==> src/rtl/pbit_cell.sv <==
// Probabilistic bit: tanh-mapped input current compared against a private
// 32-bit Galois LFSR sample to produce a registered stochastic state.
module pbit_cell #(
  parameter logic [31:0] SEED_DEFAULT = 32'h0000_0001
) (
  input  logic              clk,
  input  logic              reset_n,
  input  logic              enable,
  input  logic signed [7:0] I_i,
  input  logic [31:0]       seed,
  output logic              m_i,
  output logic [7:0]        rnd
);

  localparam int unsigned LFSR_W   = 32;
  localparam int unsigned DATA_W   = 8;
  localparam logic [LFSR_W-1:0] LFSR_MASK = 32'h8020_0003;

  logic [LFSR_W-1:0]        lfsr;
  logic [LFSR_W-1:0]        lfsr_next_c;
  logic [DATA_W-1:0]        mag_c;
  logic [DATA_W-2:0]        tmag_c;
  logic signed [DATA_W-1:0] t_c;
  logic signed [DATA_W-1:0] r_c;
  logic                     take_c;

  // Magnitude of the input; -128 yields 128, which falls into the saturated range.
  always_comb begin
    mag_c = I_i[7] ? DATA_W'(8'd0 - $unsigned(I_i)) : $unsigned(I_i);
  end

  // Half table of round(127*tanh(x/8)) for x = 0..24; 127 from 25 upward.
  always_comb begin
    tmag_c = 7'd127;
    case (mag_c)
      8'd0:  tmag_c = 7'd0;
      8'd1:  tmag_c = 7'd16;
      8'd2:  tmag_c = 7'd31;
      8'd3:  tmag_c = 7'd46;
      8'd4:  tmag_c = 7'd59;
      8'd5:  tmag_c = 7'd70;
      8'd6:  tmag_c = 7'd81;
      8'd7:  tmag_c = 7'd89;
      8'd8:  tmag_c = 7'd97;
      8'd9:  tmag_c = 7'd103;
      8'd10: tmag_c = 7'd108;
      8'd11: tmag_c = 7'd112;
      8'd12: tmag_c = 7'd115;
      8'd13: tmag_c = 7'd118;
      8'd14: tmag_c = 7'd120;
      8'd15: tmag_c = 7'd121;
      8'd16: tmag_c = 7'd122;
      8'd17: tmag_c = 7'd123;
      8'd18: tmag_c = 7'd124;
      8'd19: tmag_c = 7'd125;
      8'd20: tmag_c = 7'd125;
      8'd21: tmag_c = 7'd126;
      8'd22: tmag_c = 7'd126;
      8'd23: tmag_c = 7'd126;
      8'd24: tmag_c = 7'd126;
      default: tmag_c = 7'd127;
    endcase
  end

  // Odd-symmetric reconstruction, random sample and decision.
  always_comb begin
    t_c         = I_i[7] ? DATA_W'(-$signed({1'b0, tmag_c})) : $signed({1'b0, tmag_c});
    r_c         = $signed(lfsr[DATA_W-1:0]);
    take_c      = (t_c >= r_c);
    lfsr_next_c = (lfsr >> 1) ^ (lfsr[0] ? LFSR_MASK : LFSR_W'(0));
  end

  always_ff @(posedge clk) begin
    if (reset_n) begin
      lfsr <= (seed == LFSR_W'(0)) ? SEED_DEFAULT : seed;
      m_i  <= 1'b0;
    end else if (enable) begin
      lfsr <= lfsr_next_c;
      m_i  <= take_c;
    end
  end

  assign rnd = lfsr[DATA_W-1:0];

endmodule

==> config.mk <==
export PLATFORM = sky130hd
export DESIGN_NAME = pbit_cell
export DESIGN_NICKNAME = d
export VERILOG_FILES = /design/src/rtl/pbit_cell.sv
export SDC_FILE = /design/constraint.sdc
export NUM_CORES = 1
export LEC_CHECK = 0
export CORE_MARGIN = 5
export CORE_UTILIZATION = 47
export CTS_CLUSTER_SIZE = 12
export DETAILED_ROUTE_END_ITERATION = 8
export DONT_BUFFER_PORTS = 1
export HOLD_SLACK_MARGIN = 0.08
export SYNTH_ARGS = -nofsm -noshare
export SYNTH_HDL_FRONTEND = slang
export SYNTH_SLANG_ARGS = --single-unit
export TNS_END_PERCENT = 20
==> constraint.sdc <==
create_clock -name clk -period 4.9 [get_ports clk]
set_clock_uncertainty 0.2 [all_clocks]
set_input_delay 0.49 -clock clk [delete_from_list [all_inputs] [get_ports clk]]
set_output_delay 0.49 -clock clk [all_outputs]
set_load 0.02 [all_outputs]
* Word-level counts from Yosys, hierarchy flattened *
Memory sizes are Yosys's and may differ from the RTL's.
Index checks and enable logic that the tools add are counted.

word-level totals
  flip-flop bits (word level) = 33
  ROM bits = 224
  input port bits = 43
  output and inout port bits = 9
  word-level logic and storage cells = 17
  memories = 1

operators by class
  add/sub/neg operators = 2
  order comparisons = 1
  multiplexer cells = 7
  bitwise gates (word level) = 1
  reductions and logical operators = 3

memories
  memory            depth  bits a word  read ports  clocked after Yosys merged registers in  wr ports  line  source
  (name not given)  32     7            1           0                                        0         35    case (mag_c)

operators with widths
  kind                                             count
  two-way mux 32 bit                               4
  logical NOT 32 bit                               1
  XOR 31 x 32 -> 32 bit                            1
  two-way mux 8 bit                                2
  >= comparator 8 bit                              1
  negator 7 -> 8 bit                               1
  subtractor 1 x 8 -> 8 bit, first input constant  1
  two-way mux 7 bit                                1
  logical NOT 3 bit                                1
  nonzero test 2 bit                               1

* Logic depth before layout (Yosys ltp) *
Gate-level depths: netlist (run 1).

  word-level depth = 7
  mapped depth = 20

* Least setup slack after synthesis (run 1) *
OpenSTA, ideal clock, no wires.

  path kind = in2reg
  from = input I_i[1]
  to = register m_i
  setup time = 122 ps
  arrival = 3585 ps
  slack = 994 ps
  cell stages on the path = 18
  path buffers = 2
  path through = buf_2 inv_1 ha_1 buf_2 or3b_1 a31oi_1 a221oi_1 a21boi_1 o221a_2 nor2_1 ha_1 o221ai_1 or4_1 nand3_1 ha_1 nor2b_1 o21ai_0 a21oi_1

on the way
  word-level cells in the longest chain between the ends = 7
  elaborated cells on any way between the ends = 8

ends and longest elaborated chain
  what                                                           line  source
  start: declaration                                             9     input logic signed [7:0] I_i,
  subtractor 1 x 8 -> 8 bit                                      29    mag_c = I_i[7] ? DATA_W'(8'd0 - $unsigned(I_i)) : $unsigned(I_i);
  two-way mux 8 bit (*)                                          29
  memory read (32 x 7 bit) or logical NOT 3 bit (tied branches)  -
  two-way mux 7 bit (*)                                          35
  negator 7 -> 8 bit                                             67    t_c = I_i[7] ? DATA_W'(-$signed({1'b0, tmag_c})) : $signed({1'b0, tmag_c});
  two-way mux 8 bit (*)                                          67
  >= comparator 8 bit (*)                                        69    take_c = (t_c >= r_c);
  end signal: assignment                                         79    m_i <= take_c;
  end: declaration                                               11    output logic m_i,

Mark *: on every way between the ends. The rest lies on a longest branch, timed or not.
A chain may end at the register's enable or synchronous reset.

* Worst setup path in the final report (run 1) *
  from = input I_i[0]
  to = register m_i

Same word-level chain as after synthesis.

==> results of run 1 <==
==> placed cells by master (no fill, tap or decap), drive strengths merged, types with 7 or more instances in the layout <==
cell / n
mux2: 25
xnor2: 8
a21oi: 9
nand2b: 8
ha: 12
clkbuf: 7
nand2: 13
nor4: 11
o21ai: 20
inv: 15
nor2: 17
edfxtp: 32
==> power by group <==
| group | switching, W | leakage, nW | internal (W) |
|---|---|---|---|
| combinational | 0.0000789 | 0.599 | 0.0000768 |
| clock | 0.0000995 | 0.0585 | 0.000166 |
| sequential | 0.0000270 | 0.336 | 0.000349 |
==> cell type report <==
type                       instances  area [sq um]
tap                               72         90.09
fill                             522          2795
sequential                        33         980.9
clock inverter                     1         30.03
multi-input combinational        189          1468
inverter                          15         56.30
clock buffer                       7         86.33
==> metal layers <==
metal	part of all wire, %	vias to the layer above	global-route usage, %	wire length, um
met5	0	-	0	0
li1	-	939	-	-
met2	49	39	25.14	2737
met3	5.5	6	4.854	310
met1	44	921	20.32	2491
met4	1.1	0	3.741	59
==> state kept, by name (all words and copies together) (netlist names) <==
name  flops
lfsr     32
m_i       1
==> per-stage QoR <==
stage / power, W / util, % / cells / setup WS (ps) / area (sq um)
final: 0.0007967 / 49.24 / 317 / 969.3 / 2711
after global placement: 0.0005355 / 47.13 / 309 / 790.7 / 2595
after global routing: 0.0008404 / 49.24 / 317 / 686.2 / 2711
after detailed placement: 0.0005377 / 47.13 / 309 / 698.8 / 2595
after CTS: 0.0008033 / 49.24 / 317 / 988.7 / 2711
after floorplan: 0.0005320 / - / 260 / 993.9 / 2654
==> worst max path at each step <==
stage	depth (start not counted)	slack, ps	end	start
after floorplan	18	990	m_i$_SDFFE_PP0P_	I_i[1]
after global placement	16	790	m_i$_SDFFE_PP0P_	I_i[0]
after detailed placement	16	700	m_i$_SDFFE_PP0P_	I_i[0]
after CTS	16	990	m_i$_SDFFE_PP0P_	I_i[0]
after global routing	16	690	m_i$_SDFFE_PP0P_	I_i[0]
final	16	970	m_i$_SDFFE_PP0P_	I_i[0]
==> cell families after synthesis <==
logic type | Yosys count | share of synthesized area (%)
flip-flops | 33 | 36.96
adder cells (fa/ha/maj) | 12 | 5.658
buffers and inverters | 38 | 7.732
XOR/XNOR | 12 | 3.960
AO/OA/AOI/OAI | 58 | 15.94
AND/OR/NAND/NOR | 78 | 17.49
multiplexers | 29 | 12.26
==> critical path: stages <==
cell	delay (ps)
inv_1	70
ha_1	350
nand2b_1	240
xnor2_1	480
mux2i_1	240
a21boi_1	80
o221a_2	290
nor2_1	150
ha_1	170
o221ai_1	160
or4_1	500
nand3_1	80
ha_1	220
nor2b_1	120
o21ai_0	160
a21oi_1	90
==> summary.txt, run 1 <==
STA
  • Final max-slew violation count: 0
  • Tmin final: 3931 ps
  • Hold Fails Final Rpt: 0
  • Final setup fails: 0
  • Worst Max-Slew Pin Slew: 746.8 ps
  • Setup TNS: 0 ps
  • RSZ-0062 raised after global routing: no
  • Hold WS: 199.5 ps
  • Max Freq: 0.2544 GHz
  • Slew Limit Headroom: 50.21%
  • Final Cycle Share: 80.22%

Critical path
  • Crit-path max FO: 12
  • Critical Path AT: just under 4000 ps
  • R2R setup slack: 2700 ps
  • Worst flop-to-flop path endpoint: m_i$_SDFFE_PP0P_
  • Worst endpoint required time: about 5000 ps
  • Start of the worst register-to-register path: lfsr[0]$_DFFE_PP_
  • FF-to-FF path depth: 8
  • Setup CP Type: input pin to register
  • Critical Path End Type: register
  • Crit start category: input pin

Yosys
  • Synth Flop Type: edfxtp_1
  • Synth cell types: 60
  • Top cells by area, synth: edfxtp_1, mux2_2, ha_1
  • Synth Cell Area: 2654 sq um
  • Top cell type's share of synthesized area: between 30% and 40%
  • Cells after Synth: 260
  • Avg Cell Area, Syn: 10.21 sq um
  • FF+latch count, synth: 33
  • Post-synth EDFFs: 32
  • Ys async rst share: 0%
  • Seq/Total Area, Yosys: between 30% and 40%
  • Mapped Nets: 315
  • Commonest cells in the netlist: edfxtp_1, mux2_2, nor2_1
  • Count leader, synth: edfxtp_1
  • Synth area leader: edfxtp_1
  • Synth warnings: 0

Clock tree
  • Clk sinks: 33
  • Clock Latency Late Sink: around 280 ps
  • CTS buffer count: 5
  • Setup Buffers After CTS: 0
  • CTS-repair resized insts: 0
  • CTS tree: yes
  • CTS root buf: clkbuf_8
  • Post-cts hold buffer count: 0
  • Clock slew at reported path FFs: approximately 70 ps
  • CTS Buffer Depth: 2
  • CTS H-tree lvls: 2

Placement
  • Port bufs: 0
  • Gp weighted congestion: 0.8204
  • Detail Placement HPWL: 4157 um

Pwr
  • Peak VDD IR: about 0.00019 V
  • Leak pwr: 0.9933 nW
  • Pwr dens: 293.9 nW/um^2

Floorplanning
  • Initial Utilization: approximately half
  • Die W: ~85 um
  • Core Footprint: roughly 5500 sq um
  • Row cnt: 27
  • Die H: 85.14 um
  • I/O Pins: 52
  • Die Area: 7249 sq um

GRT
  • First-pass GRT wire length: about 9000 um
  • GR Util All Layers: 15.56%
  • Total gr overflow: 0
  • Vias in the first global route: 1895
  • Largest net degree at the start of global routing: 43
  • Initial antenna violation count: 0

Finish
  • Diode count: 0
  • Layout cell share with drive strength beyond 1: 18.37%
  • Nets@finish: around 300
  • P&R area growth vs syn: 2.169%

Route
  • DR WL/cell: between 15 and 20 um
  • ANT nets after route: 0
  • Post-Route WL: 5598 um
  • Residual DRC count: 0
  • Number of DRC markers in iteration 0: 84
  • Vias per cell: 6.009
  • Routed via count: roughly 1900
  • 1st-pass router iterations: 4

Run
  • Max cap viols: 0

Min path
  • Hold Path End: lfsr[3]$_DFFE_PP_
  • Worst hold path class: input pin to register
  • Hold Path Cell Cnt: 2
  • Hold Crit Start: seed[3]

Outcome
  • Status: finished clean
(Power assumes the default switching activity.)
==> inputs of run 2 (changes only) <==
==> constraint.sdc (replaced) <==
create_clock -name clk -period 3.3 [get_ports clk]
set_clock_uncertainty 0.2 [all_clocks]
set_input_delay 0.33 -clock clk [delete_from_list [all_inputs] [get_ports clk]]
set_output_delay 0.33 -clock clk [all_outputs]
set_load 0.02 [all_outputs]
==> run 2 against run 1 <==
Global-route usage grew 1.9 points. Total power grew 60%. Worst hold slack lost 110 ps. Combinational power grew 100%. Setup slack lost 730 ps.
==> summary.txt, run 2 (same netlist as run 1, synthesis figures left out) <==
Route
  • Post-Route WL: 6254 um (was 5598 um)
  • ANT nets after route: 0 (unchanged)
  • DR WL/cell: 16.77 um (was 17.66 um)
  • 1st-pass router iterations: 4 (unchanged)
  • Vias per cell: 5.651 (was 6.009)
  • Number of DRC markers in iteration 0: 146 (was 84)
  • Residual DRC count: 0 (unchanged)
  • Routed via count: 2108 (was 1905)

Finish
  • Largest registers: lfsr: 32 flops, m_i: 1 flops (unchanged)
  • Nets@finish: 355 (was 299)
  • Top reg by flops: lfsr (unchanged)
  • Fillers: 473 (was 522)
  • Max FFs per register: 32 (unchanged)
  • Commonest non-fill, non-tap cell in the layout: dlygate4sd3_1 (was edfxtp_1)
  • Layout cell share with drive strength beyond 1: 25.25% (was 18.37%)
  • Diode count: 0 (unchanged)
  • Most frequent cells in the layout: dlygate4sd3_1, edfxtp_1, mux2_2 (was edfxtp_1, mux2_2, nor2_1)
  • P&R area growth vs syn: 23.39% (was 2.169%)

STA
  • Final max-slew violation count: 0 (unchanged)
  • Tmin final: 3061 ps
  • Hold WS: 91.23 ps (was 199.5 ps)
  • Slew Limit Headroom: 51.23% (was 50.21%)
  • RSZ-0062 raised after global routing: no (unchanged)
  • Max Freq: between 0.3 and 0.4 GHz
  • Worst Max-Slew Pin Slew: 731.6 ps (was 746.8 ps)
  • Setup TNS: 0 ps (unchanged)
  • Hold Fails Final Rpt: 0 (unchanged)
  • Final setup fails: 0 (unchanged)
  • Final Cycle Share: 92.75%

Floorplanning
  • Initial Utilization: 48.19% (unchanged)
  • I/O Pins: 52 (unchanged)
  • Die Area: 7249 sq um (unchanged)
  • Die W: 85.14 um (unchanged)
  • Core Footprint: 5507 sq um (unchanged)
  • Die H: 85.14 um (unchanged)
  • Row cnt: 27 (unchanged)

Placement
  • Port bufs: 0 (unchanged)
  • Detail Placement HPWL: 4313 um (was 4157 um)
  • Gp weighted congestion: 0.8623 (was 0.8204)

Critical path
  • Crit start category: input pin (unchanged)
  • Setup CP Type: input pin to register (unchanged)
  • Critical Path AT: 3040 ps (was 3900 ps)
  • CP top delay family: compound AO/OA/AOI/OAI gates (was simple AND/OR/NAND/NOR gates)
  • Most common cell type on the critical path: a21oi_1 (was ha_1)
  • Critical Path End Type: register (unchanged)
  • CP max-delay cell: a221oi_1 (was or4_1)
  • Worst Path Buf+Inv: 4 (was 1)
  • R2R setup slack: 1170 ps (was 2700 ps)
  • Worst endpoint required time: 3280 ps (was 4870 ps)
  • CP peak stage delay: 370 ps (was 500 ps)
  • Crit-path cells: inv_2 > ha_4 > buf_4 > inv_1 > a221oi_1 > a21boi_1 > o221a_2 > nor2_2 > ha_2 > inv_1 > a21oi_1 > ha_1 > a21o_1 > a21o_1 > a21oi_1 > nor2b_1 > o21ai_1 > a21oi_1 (was inv_1 > ha_1 > nand2b_1 > xnor2_1 > mux2i_1 > a21boi_1 > o221a_2 > nor2_1 > ha_1 > o221ai_1 > or4_1 > nand3_1 > ha_1 > nor2b_1 > o21ai_0 > a21oi_1)
  • Crit-path max FO: 11 (was 12)

Pwr
  • Clock group share of total power: 31.3% (was 33.3%)
  • Pint: 0.0009371 W (was 0.0005914 W)
  • Peak VDD IR: 0.0003338 V (was 0.0001880 V)
  • Sw Ratio: 26.38% (was 25.78%)
  • Comb power frac: 24.8% (was 19.5%)
  • Switch Pwr: 0.0003357 W (was 0.0002054 W)
  • Total power: 0.001273 W (was 0.0007967 W)
  • Leak pwr: 1.249 nW (was 0.9933 nW)
  • Pwr dens: 388.7 nW/um^2 (was 293.9 nW/um^2)
  • Seq pwr share: 43.9% (was 47.2%)

Clock tree
  • CTS buffer count: 5 (unchanged)
  • Clock slew at reported path FFs: 70 ps (about the same)
  • CTS tree: yes (unchanged)
  • CTS Buffer Depth: 2 (unchanged)
  • CTS H-tree lvls: 2 (unchanged)
  • Clock Latency Late Sink: 290 ps (was 280 ps)
  • Clk sinks: 33 (unchanged)
  • CTS root buf: clkbuf_8 (unchanged)

GRT
  • Initial antenna violation count: 0 (unchanged)
  • GR Util met2: 27.33% (was 25.14%)
  • First-pass GRT wire length: 10080 um (was 9170 um)
  • GR Util All Layers: 17.45% (was 15.56%)
  • Met3 usage: 5.631% (was 4.854%)
  • Vias in the first global route: 2060 (was 1895)
  • Met1 usage: 23.11% (was 20.32%)
  • Total gr overflow: 0 (unchanged)
  • Busiest grt layer: met2 (unchanged)
  • Largest net degree at the start of global routing: 39 (was 43)

Min path
  • Worst hold path class: input pin to register (unchanged)

Run
  • Max cap viols: 0 (unchanged)

Outcome
  • Status: finished clean (unchanged)
## run 2: changes by cell type in the layout (fill, tap and decap cells not counted), sizes merged
cell / delta
buf: +23
dlygate4sd3: +33
## run 2: final timing paths
check	start	to	depth (start not counted)
worst min-delay path	reset_n	lfsr[18]$_DFFE_PP_	1
worst max register to register	lfsr[0]$_DFFE_PP_	m_i$_SDFFE_PP0P_	8
worst min register to register	lfsr[31]$_DFFE_PP_	lfsr[30]$_DFFE_PP_	1
worst max-delay path	I_i[1]	m_i$_SDFFE_PP0P_	18
## run 2: power by group through the flow
stage                     logic (W)  clock network (W)  registers, W
after detailed placement   0.000268                  0      0.000567
after global placement     0.000266                  0      0.000566
final                      0.000315           0.000399      0.000559
after floorplan            0.000256                  0      0.000541
after global routing       0.000350           0.000425      0.000564
after CTS                  0.000310           0.000405      0.000558
## run 2: repair_timing
item,CTS,global route
endpoints found under the hold margin,33,1
setup endpoints to repair,0,1
setup buffers,0,0
hold buffers,33,1
gates resized for setup,0,3
## run 2: through the flow
stage	utilization [%]	cells	area, sq um	setup WS [ps]
2_1_floorplan	-	260	2699	-171.3
3_3_place_gp	50.56	331	2784	-169.1
3_5_place_dp	50.56	331	2784	-187.5
4_1_cts	58.85	372	3241	125.5
5_1_grt	59.46	373	3274	41.04
6_report	59.46	373	3274	239.4
## run 2: layout make-up
class | instances | area [sq um] | share of cell area (%)
Clock buffer | 7 | 86.33 | 2.637
Clock inverter | 1 | 30.03 | 0.9171
Inverter | 15 | 58.81 | 1.796
Multi-Input combinational cell | 189 | 1513 | 46.20
Sequential cell | 33 | 980.9 | 29.96
Tap cell | 72 | 90.09 | 2.751
Timing Repair Buffer | 56 | 515.5 | 15.74
## run 2: layer usage
metal | vias to the layer above | wire [um]
met1 | 1003 | 2846
met5 | - | 0
li1 | 1048 | -
met4 | 0 | 68
met3 | 6 | 411
met2 | 51 | 2928
==> inputs of run 3 (changes only) <==
==> constraint.sdc (replaced) <==
create_clock -name clk -period 3.9 [get_ports clk]
set_clock_uncertainty 0.2 [all_clocks]
set_input_delay 0.39 -clock clk [delete_from_list [all_inputs] [get_ports clk]]
set_output_delay 0.39 -clock clk [all_outputs]
set_load 0.02 [all_outputs]
==> run 3 against run 2 <==
First-iteration DRC count increased by 29%. Setup slack improved by 92 ps. Core utilization fell by 10 points. Global-route usage down 2.2 points. Combinational power is 36% lower. Wire length fell by 12%. Total power down 26%. Final cell count fell by 14%. Largest power group unchanged. Highest routed layer unchanged. Clock power shrank 33%. Largest cell class unchanged. Cell area decreased by 17%.
==> summary.txt, run 3 (same netlist as run 1, synthesis figures left out) <==
Outcome
  • Status: finished clean (unchanged)

Pwr
  • Pwr dens: 344.8 nW/um^2 (was 388.7 nW/um^2)
  • Sw Ratio: 27.09% (was 26.38%)
  • Clock group share of total power: 28.3% (was 31.3%)
  • Total power: 0.0009397 W (was 0.001273 W)
  • Seq pwr share: 50.2% (was 43.9%)
  • Comb power frac: 21.5% (was 24.8%)
  • Switch Pwr: 0.0002546 W (was 0.0003357 W)
  • Leak pwr: 1.003 nW (was 1.249 nW)
  • Pint: 0.0006851 W (was 0.0009371 W)
  • Peak VDD IR: 0.0003445 V (was 0.0003338 V)

Floorplanning
  • Die H: 85.14 um (unchanged)
  • I/O Pins: 52 (unchanged)
  • Die Area: 7249 sq um (unchanged)
  • Row cnt: 27 (unchanged)
  • Die W: 85.14 um (unchanged)
  • Core Footprint: 5507 sq um (unchanged)
  • Initial Utilization: 48.19% (unchanged)

GRT
  • Total gr overflow: 0 (unchanged)
  • Largest net degree at the start of global routing: 43 (was 39)
  • Initial antenna violation count: 0 (unchanged)
  • Vias in the first global route: 1830 (was 2060)
  • First-pass GRT wire length: 8997 um (was 10080 um)
  • GR Util All Layers: 15.27% (was 17.45%)

STA
  • RSZ-0062 raised after global routing: no (unchanged)
  • Worst Max-Slew Pin Slew: 748.9 ps (was 731.6 ps)
  • Max Freq: around 0.28 GHz
  • Final setup fails: 0 (unchanged)
  • Hold Fails Final Rpt: 0 (unchanged)
  • Final Cycle Share: 91.51%
  • Tmin final: 3569 ps
  • Setup ws final: 331.1 ps (was 239.4 ps)
  • Setup TNS: 0 ps (unchanged)
  • Final max-slew violation count: 0 (unchanged)
  • Slew Limit Headroom: 50.08% (was 51.23%)

Finish
  • Most frequent cells in the layout: edfxtp_1, mux2_2, nor2_1 (was dlygate4sd3_1, edfxtp_1, mux2_2)
  • Fillers: 521 (was 473)
  • Nets@finish: 304 (was 355)
  • Layout cell share with drive strength beyond 1: 20.00% (was 25.25%)
  • Commonest non-fill, non-tap cell in the layout: edfxtp_1 (was dlygate4sd3_1)
  • Fin util: 49.49% (was 59.46%)
  • Largest registers: lfsr: 32 flops, m_i: 1 flops (unchanged)
  • P&R area growth vs syn: 2.687% (was 23.39%)
  • Diode count: 0 (unchanged)
  • Max FFs per register: 32 (unchanged)
  • Top reg by flops: lfsr (unchanged)

Route
  • DR WL/cell: 17.02 um (was 16.77 um)
  • ANT nets after route: 0 (unchanged)
  • Post-Route WL: 5480 um (was 6254 um)
  • Number of DRC markers in iteration 0: 188 (was 146)
  • Vias per cell: 6.050 (was 5.651)
  • Routed via count: 1948 (was 2108)
  • Residual DRC count: 0 (unchanged)
  • 1st-pass router iterations: 4 (unchanged)

Critical path
  • Setup CP Type: input pin to register (unchanged)
  • Start point of the critical path: I_i[0] (was I_i[1])
  • R2R setup slack: 1700 ps (was 1170 ps)
  • Worst endpoint required time: 3870 ps (was 3280 ps)
  • Critical Path End Type: register (unchanged)
  • Critical Path AT: 3540 ps (was 3040 ps)
  • FF-to-FF path depth: 8 (unchanged)
  • Crit-path max FO: 10 (was 11)
  • Crit start category: input pin (unchanged)
  • Worst flop-to-flop path endpoint: m_i$_SDFFE_PP0P_ (unchanged)
  • Start of the worst register-to-register path: lfsr[0]$_DFFE_PP_ (unchanged)

Min path
  • Hold Path Cell Cnt: 3 (was 1)
  • Hold Crit Start: reset_n (unchanged)
  • Worst hold path class: input pin to register (unchanged)
  • Hold Path End: m_i$_SDFFE_PP0P_ (was lfsr[18]$_DFFE_PP_)

Clock tree
  • Setup Buffers After CTS: 0 (unchanged)
  • CTS H-tree lvls: 2 (unchanged)
  • Clock slew at reported path FFs: 70 ps (about the same)
  • CTS root buf: clkbuf_8 (unchanged)
  • Clock Latency Late Sink: 280 ps (was 290 ps)
  • CTS tree: yes (unchanged)
  • Clk sinks: 33 (unchanged)
  • CTS buffer count: 5 (unchanged)
  • CTS Buffer Depth: 2 (unchanged)

Placement
  • Gp weighted congestion: 0.8442 (was 0.8623)
  • DP Worst Slack: -3.490 ps (was -187.5 ps)
  • Port bufs: 0 (unchanged)
  • Detail Placement HPWL: 4022 um (was 4313 um)

Run
  • Max cap viols: 0 (unchanged)
[run 3: final cells by class]
cell class	count	area [sq um]	area share, %
clock buffers	8	90.09	3.306
flip-flops and latches	33	980.9	36.00
well taps	72	90.09	3.306
inverters	15	56.30	2.066
multi-input cells	189	1470	53.95
repair buffers	5	37.54	1.377
[run 3: per-layer routing]
layer / track usage, % / vias up / wire length, um
met3: 5.146 / 6 / 409
met4: 3.453 / 0 / 51
li1: - / 943 / -
met5: 0 / - / 0
met1: 21.13 / 938 / 2489
met2: 23.09 / 61 / 2530
[run 3: repair_timing]
| item | 4_1_cts | 5_1_grt |
|---|---|---|
| setup endpoints to repair | 0 | 1 |
| resized for setup | 0 | 1 |
| hold buffers | 0 | 0 |
[run 3: worst max-delay path, stage by stage]
cell and delay [ps]:
inv_1 140, ha_2 290, nor3b_2 310, o211a_1 310, mux2i_1 90, a21oi_1 310
nand2_1 120, nor2_1 110, ha_1 160, o221ai_1 160, or4_1 500, nand3_1 80
ha_1 220, nor2b_1 120, o21ai_0 140, a21oi_1 80
[run 3: power groups by stage]
stage / registers [W] / clock network (W) / logic [W]
floorplan: 0.000458 / 0 / 0.000211
global placement: 0.000480 / 0 / 0.000200
detailed placement: 0.000480 / 0 / 0.000202
CTS: 0.000473 / 0.000273 / 0.000203
global route: 0.000476 / 0.000293 / 0.000228
finish: 0.000472 / 0.000266 / 0.000202
[run 3: metrics by stage]
step / std cells / cell area (sq um) / hold WS [ps]
after floorplan: 260 / 2654 / 324.8
after detailed placement: 314 / 2633 / 334.3
after CTS: 322 / 2723 / 81.49
final: 322 / 2725 / 94.59
after global routing: 322 / 2725 / 88.16
after global placement: 314 / 2633 / 328.7
[run 3: worst max path at each step]
stage	slack, ps	cells after the start	endpoint
floorplan	90	18	m_i$_SDFFE_PP0P_
global placement	70	16	m_i$_SDFFE_PP0P_
detailed placement	-3	16	m_i$_SDFFE_PP0P_
CTS	280	16	m_i$_SDFFE_PP0P_
global route	40	16	m_i$_SDFFE_PP0P_
finish	330	16	m_i$_SDFFE_PP0P_
